**src/rtl/pipe_stage_buf_pkg.sv**
```systemverilog
// Shared widths and skid-FSM state encoding for the pipeline-stage buffer.
package pipe_stage_buf_pkg;

  localparam int unsigned REG_WIDTH = 32;
  localparam int unsigned PC_WIDTH  = 32;

  localparam int unsigned DEF_CTRL_WIDTH = 8;
  // Two register operands plus the PC make up the default payload.
  localparam int unsigned DEF_DATA_WIDTH = 2 * REG_WIDTH + PC_WIDTH;

  typedef enum logic [1:0] {
    EMPTY = 2'd0,
    ONE   = 2'd1,
    FULL  = 2'd2
  } skid_state_e;

endpackage

```
**src/rtl/pipe_stage_buf_slot.sv**
```systemverilog
// One held pipeline entry {valid, ctrl, data}; clear wins over load, bubble zeroes ctrl on load.
module pipe_slot
  import pipe_stage_buf_pkg::*;
#(
  parameter int unsigned CTRL_WIDTH = DEF_CTRL_WIDTH,
  parameter int unsigned DATA_WIDTH = DEF_DATA_WIDTH
) (
  input  logic                  clk,
  input  logic                  reset,
  input  logic                  clear_i,
  input  logic                  load_i,
  input  logic                  bubble_i,
  input  logic [CTRL_WIDTH-1:0] ctrl_i,
  input  logic [DATA_WIDTH-1:0] data_i,
  output logic                  valid_o,
  output logic [CTRL_WIDTH-1:0] ctrl_o,
  output logic [DATA_WIDTH-1:0] data_o
);

  logic                  valid_q;
  logic [CTRL_WIDTH-1:0] ctrl_q;
  logic [DATA_WIDTH-1:0] data_q;

  always_ff @(posedge clk) begin
    if (reset || clear_i) begin
      valid_q <= 1'b0;
      ctrl_q  <= '0;
      data_q  <= '0;
    end else if (load_i) begin
      valid_q <= 1'b1;
      ctrl_q  <= bubble_i ? '0 : ctrl_i;
      data_q  <= data_i;
    end
  end

  assign valid_o = valid_q;
  assign ctrl_o  = ctrl_q;
  assign data_o  = data_q;

endmodule

```
**src/rtl/pipe_stage_buf.sv**
```systemverilog
// Pipeline-stage register with valid/ready handshake, bubble insertion, flush and optional skid entry.
module pipe_stage_buf
  import pipe_stage_buf_pkg::*;
#(
  parameter int unsigned CTRL_WIDTH = DEF_CTRL_WIDTH,
  parameter int unsigned DATA_WIDTH = DEF_DATA_WIDTH,
  parameter int unsigned SKID       = 0
) (
  input  logic                  clk,
  input  logic                  reset,
  input  logic                  in_valid,
  output logic                  in_ready,
  input  logic                  in_bubble,
  input  logic [CTRL_WIDTH-1:0] in_ctrl,
  input  logic [DATA_WIDTH-1:0] in_data,
  input  logic                  flush,
  output logic                  out_valid,
  input  logic                  out_ready,
  output logic [CTRL_WIDTH-1:0] out_ctrl,
  output logic [DATA_WIDTH-1:0] out_data,
  output logic [1:0]            occupancy
);

  logic                  accept;
  logic                  emit;
  logic                  head_valid;
  logic [CTRL_WIDTH-1:0] head_ctrl;
  logic [DATA_WIDTH-1:0] head_data;
  logic                  head_load;
  logic                  head_clear;
  logic                  head_bubble;
  logic [CTRL_WIDTH-1:0] head_ctrl_in;
  logic [DATA_WIDTH-1:0] head_data_in;

  assign accept = in_valid & in_ready;
  assign emit   = head_valid & out_ready;

  pipe_slot #(
    .CTRL_WIDTH (CTRL_WIDTH),
    .DATA_WIDTH (DATA_WIDTH)
  ) u_head (
    .clk      (clk),
    .reset    (reset),
    .clear_i  (head_clear),
    .load_i   (head_load),
    .bubble_i (head_bubble),
    .ctrl_i   (head_ctrl_in),
    .data_i   (head_data_in),
    .valid_o  (head_valid),
    .ctrl_o   (head_ctrl),
    .data_o   (head_data)
  );

  assign out_valid = head_valid;
  assign out_ctrl  = head_valid ? head_ctrl : '0;
  assign out_data  = head_valid ? head_data : '0;

  if (SKID == 0) begin : g_single
    assign in_ready     = ~head_valid | out_ready;
    assign head_load    = accept;
    assign head_clear   = flush | (emit & ~accept);
    assign head_bubble  = in_bubble;
    assign head_ctrl_in = in_ctrl;
    assign head_data_in = in_data;
    assign occupancy    = {1'b0, head_valid};
  end else begin : g_skid
    skid_state_e           state_q, state_d;
    logic                  ready_q;
    logic                  skid_load;
    logic                  skid_clear;
    logic                  head_from_skid;
    logic                  skid_valid;
    logic [CTRL_WIDTH-1:0] skid_ctrl;
    logic [DATA_WIDTH-1:0] skid_data;

    pipe_slot #(
      .CTRL_WIDTH (CTRL_WIDTH),
      .DATA_WIDTH (DATA_WIDTH)
    ) u_skid (
      .clk      (clk),
      .reset    (reset),
      .clear_i  (skid_clear),
      .load_i   (skid_load),
      .bubble_i (in_bubble),
      .ctrl_i   (in_ctrl),
      .data_i   (in_data),
      .valid_o  (skid_valid),
      .ctrl_o   (skid_ctrl),
      .data_o   (skid_data)
    );

    always_comb begin
      state_d        = state_q;
      head_load      = 1'b0;
      head_clear     = 1'b0;
      skid_load      = 1'b0;
      skid_clear     = 1'b0;
      head_from_skid = 1'b0;
      if (flush) begin
        state_d    = EMPTY;
        head_clear = 1'b1;
        skid_clear = 1'b1;
      end else begin
        unique case (state_q)
          EMPTY: if (accept) begin
            head_load = 1'b1;
            state_d   = ONE;
          end
          ONE: begin
            if (accept && emit) begin
              head_load = 1'b1;
            end else if (accept) begin
              skid_load = 1'b1;
              state_d   = FULL;
            end else if (emit) begin
              head_clear = 1'b1;
              state_d    = EMPTY;
            end
          end
          FULL: if (emit) begin
            // Skid entry already carries its bubble-zeroed ctrl; promote it unchanged.
            head_load      = 1'b1;
            head_from_skid = 1'b1;
            skid_clear     = 1'b1;
            state_d        = ONE;
          end
          default: state_d = EMPTY;
        endcase
      end
    end

    always_ff @(posedge clk) begin
      if (reset) begin
        state_q <= EMPTY;
        ready_q <= 1'b1;
      end else begin
        state_q <= state_d;
        ready_q <= (state_d != FULL);
      end
    end

    assign in_ready     = ready_q;
    assign head_bubble  = head_from_skid ? 1'b0 : in_bubble;
    assign head_ctrl_in = head_from_skid ? skid_ctrl : in_ctrl;
    assign head_data_in = head_from_skid ? skid_data : in_data;
    assign occupancy    = state_q;

    // skid_valid mirrors state_q == FULL; kept for waveform debug.
    logic skid_valid_unused;
    assign skid_valid_unused = skid_valid;
  end

endmodule

```
**config.mk**
```make
export PLATFORM = sky130hd
export DESIGN_NAME = pipe_stage_buf
export DESIGN_NICKNAME = d
export VERILOG_FILES = /design/src/rtl/pipe_stage_buf_pkg.sv /design/src/rtl/pipe_stage_buf_slot.sv /design/src/rtl/pipe_stage_buf.sv
export SDC_FILE = /design/constraint.sdc
export NUM_CORES = 1
export LEC_CHECK = 0
export ABC_CLOCK_PERIOD_IN_PS = 1050
export CORE_MARGIN = 2
export CORE_UTILIZATION = 38
export DETAILED_ROUTE_END_ITERATION = 10
export PLACE_DENSITY = 0.77
export SLEW_MARGIN = 20
export SYNTH_ARGS = -nofsm -noshare
export SYNTH_HDL_FRONTEND = slang
export SYNTH_SLANG_ARGS = --single-unit
```
**constraint.sdc**
```tcl
create_clock -name clk -period 1.05 [get_ports clk]
set_input_delay 0.1575 -clock clk [delete_from_list [all_inputs] [get_ports clk]]
set_output_delay 0.1575 -clock clk [all_outputs]
set_load 0.05 [all_outputs]
```
==> load_flow_metrics.sql <==
INSERT INTO impl_metrics (metric_group, metric, value, unit) VALUES
('timing', 'final_max_slew_viol_count', '0', ''),
('setup_path', 'crit-reg2reg-launch', 'u_head.valid_o$_SDFFE_PP0P_', ''),
('pwr', 'leakagePower', '0.004141', 'uW'),
('clock_tree', 'insertion_delay', '360', 'ps'),
('timing', 'report.final.setup_viol', '212', ''),
('yosys', 'netlist-cell-type-count', '21', ''),
('floorplan', 'chipHeight', '116.1', 'microns'),
('global_route', 'grt_pass1_wl', '30390', 'microns'),
('timing', 'fmax', '636.4', 'MHz'),
('timing', 'hold_viol', '0', ''),
('yosys', 'synth_top_area_share', '44.05', '%'),
('yosys', 'synth.net_count', '708', ''),
('final_layout', 'drive_gt1_share', '56.87', '%'),
('clock_tree', 'cts_inserted_buffers', '9', ''),
('yosys', 'async_flop_share', '0', '%'),
('worst_hold_path', 'worst_hold_path_class', 'in2reg', ''),
('pwr', 'ir_drop', '850.7', 'uV'),
('floorplan', 'starting_density_of_the_core', '39.40', '%'),
('yosys', 'synthTopCellsByCount', '105 x sky130_fd_sc_hd__dfxtp_1, 104 x sky130_fd_sc_hd__a21oi_1, 104 x sky130_fd_sc_hd__and2_1', ''),
('placed_design', 'placed_cells', '939', ''),
('placed_design', 'dpl.hpwl', '11780', 'microns'),
('placed_design', 'portBuffers', '216', ''),
('detailed_routing', 'viasPerCell', '6.154', ''),
('yosys', 'synth.top_cells.by_area', 'sky130_fd_sc_hd__dfxtp_1 44%, sky130_fd_sc_hd__and2_1 14%, sky130_fd_sc_hd__a21oi_1 11%', ''),
('yosys', 'yosys_warnings', '0', ''),
('detailed_routing', 'dr_wl_cell', '27.17', 'microns'),
('run_status', 'violated_checks', 'setup timing', ''),
('global_route', 'grt_start_max_net_pins', '46', ''),
('job', 'max_cap_viol_count', '0', ''),
('setup_path', 'max_stage_delay', '410', 'ps'),
('global_route', 'first_global_vias', '5607', ''),
('setup_path', 'timing.critical_path.arrival', '1410', 'ps'),
('yosys', 'post_synthesis_cell_type_with_the_largest_combined_area', 'sky130_fd_sc_hd__dfxtp_1', ''),
('timing', 'layout_worst_path_cycle_share', '149.7', '%'),
('detailed_routing', 'dr.pass1.iters', '5', ''),
('final_layout', 'final_util', '90.77', '%'),
('floorplan', 'num_io_pins', '218', ''),
('worst_hold_path', 'timing.hold.worst.start', 'in_valid', ''),
('run_status', 'status', 'finished, violations left', ''),
('setup_path', 'end_kind', 'output pin', ''),
('floorplan', 'row_count', '40', ''),
('timing', 'timing.final.ws_setup', '-521.4', 'ps'),
('timing', 'max_slew_margin', '57.92', '%'),
('setup_path', 'cp.buffers_inverters', '3', ''),
('global_route', 'grtUsageTotal', '29.17', '%'),
('detailed_routing', 'final_ant_viol_nets', '0', ''),
('yosys', 'synth-edff-count', '0', ''),
('yosys', 'synthesis.area', '4772', 'sq um'),
('clock_tree', 'clock-root-buffer', 'sky130_fd_sc_hd__clkbuf_16', ''),
('clock_tree', 'cts_tree', 'done', ''),
('placed_design', 'gpl.final_weighted_congestion', '0.7796', ''),
('setup_path', 'worstPathRequired', '890', 'ps'),
('yosys', 'synthesis.area_per_instance', '7.980', 'sq um'),
('setup_path', 'crit_path_cell_trace', 'buf_8 -> clkbuf_16 -> and2_4 -> buf_12', ''),
('setup_path', 'cpLargestDelayFamily', 'buffers and inverters', ''),
('floorplan', 'die_width', '116.1', 'microns'),
('pwr', 'power_per_cell_area', '963.8', 'nW/um^2'),
('yosys', 'postSynthCellCount', '598', ''),
('timing', 'grt_setup_unrepaired', 'yes', ''),
('timing', 'period_needed', '1571', 'ps'),
('global_route', 'globalRoute.totalOverflow', '0', ''),
('final_layout', 'nNetsFinal', '949', ''),
('yosys', 'yosys.cell_count.top_type', 'sky130_fd_sc_hd__dfxtp_1', ''),
('setup_path', 'worstSetupStartpointType', 'flop', ''),
('global_route', 'number_of_antenna_violations_at_the_first_check_in_global_routing', '1', ''),
('timing', 'max_slew.worst_pin.slew', '631.3', 'ps'),
('setup_path', 'critical_path.slowest_cell', 'sky130_fd_sc_hd__dfxtp_4', ''),
('final_layout', 'num-fill-cells', '468', ''),
('final_layout', 'synthToLayoutAreaGrowth', '130.4', '%'),
('final_layout', 'post_route_non_filler_standard_cell_count', '1013', ''),
('setup_path', 'critPathKind', 'reg2out', '');
[layout make-up]
type	instances	area, sq um	share of cell area, %
Clock inverter	5	100.1	0.9104
Inverter	2	20.02	0.1821
Tap cell	168	210.2	1.912
Timing Repair Buffer	299	4875	44.34
Sequential cell	105	2106	19.15
Antenna cell	1	2.502	0.02276
Multi-Input combinational cell	422	3427	31.17
Clock buffer	11	254.0	2.310
[kinds of logic (layout without fill, tap and decap cells)]
| kind of cell | Yosys count | in the layout | share of synthesized area (%) |
|---|---|---|---|
| and+or+nand+nor | 211 | 211 | 25.54 |
| AOI/OAI and AO/OA | 210 | 210 | 22.16 |
| DFF | 105 | 105 | 44.05 |
| buffers and inverters | 71 | 317 | 8.180 |
| other | 1 | 2 | 0.07858 |
[sequential cells by signal, indices dropped and copies added, names as in the netlist]
name and count:
u_head.data_o 96, u_head.ctrl_o 8, u_head.valid_o 1
[repair_timing]
| action | in CTS | in global routing |
|---|---|---|
| hold buffers | 0 | 0 |
| pin swaps | 46 | 38 |
| cloned | 12 | 25 |
| gates resized for setup | 99 | 178 |
| setup endpoints to repair | 212 | 212 |
| setup buffers | 13 | 10 |
[per-layer routing]
| metal | up-vias | global-route usage, % | routed length [microns] | share of wire [%] |
|---|---|---|---|---|
| met2 | 480 | 50.37 | 13310 | 48 |
| met4 | 0 | 11.59 | 1732 | 6.3 |
| met5 | - | 0 | 0 | 0 |
| met3 | 148 | 7.636 | 2786 | 10 |
| li1 | 2575 | - | - | - |
| met1 | 3031 | 34.63 | 9691 | 35 |
[metrics by stage]
step                      setup slack, ps  area [sq um]
after floorplan                    -260.5          5484
after global placement             -495.9          8726
after detailed placement           -564.7          8726
after CTS                          -474.5          9916
after global routing               -529.9         10990
final                              -521.4         10990
[power breakdown]
| group | switching [uW] | internal (uW) |
|---|---|---|
| Clock | 1620 | 2470 |
| Combinational | 1130 | 1190 |
| Sequential | 90.0 | 4100 |
| Total | 2830 | 7760 |
[worst reg2reg max path, cell delays in order (launching register included)]
cell,delay [ps]
sky130_fd_sc_hd__dfxtp_4,410
sky130_fd_sc_hd__buf_8,160
sky130_fd_sc_hd__buf_6,110
sky130_fd_sc_hd__nand2_4,40
sky130_fd_sc_hd__o21ai_4,240
sky130_fd_sc_hd__buf_12,220
sky130_fd_sc_hd__clkbuf_16,200
sky130_fd_sc_hd__a21oi_1,60
[final timing paths]
| kind | endpoint | slack [ps] | depth (start not counted) |
|---|---|---|---|
| max reg2reg | u_head.data_o[59]$_SDFFE_PP0P_ | -500 | 7 |
| min reg2reg | u_head.data_o[66]$_SDFFE_PP0P_ | 480 | 2 |
| min | u_head.ctrl_o[3]$_SDFFE_PP0P_ | 340 | 4 |
| max | out_data[33] | -520 | 4 |
[cell usage in the layout (no fill, tap or decap), drive strengths merged]
cell type,synthesis,layout
buf,43,176
clkdlybuf4s50,0,107
dfxtp,105,105
o21ai,105,105
and2,104,104
a21oi,104,104
nand3,96,96
clkbuf,26,26
nand4b,8,8
bufinv,0,3
clkinv,0,2
inv,2,2
diode,0,1
and2b,1,1
nand2,1,1
nor2,1,1
a21boi,1,1
conb,1,1
dlymetal6s2s,0,1
(Power assumes the default switching activity.)
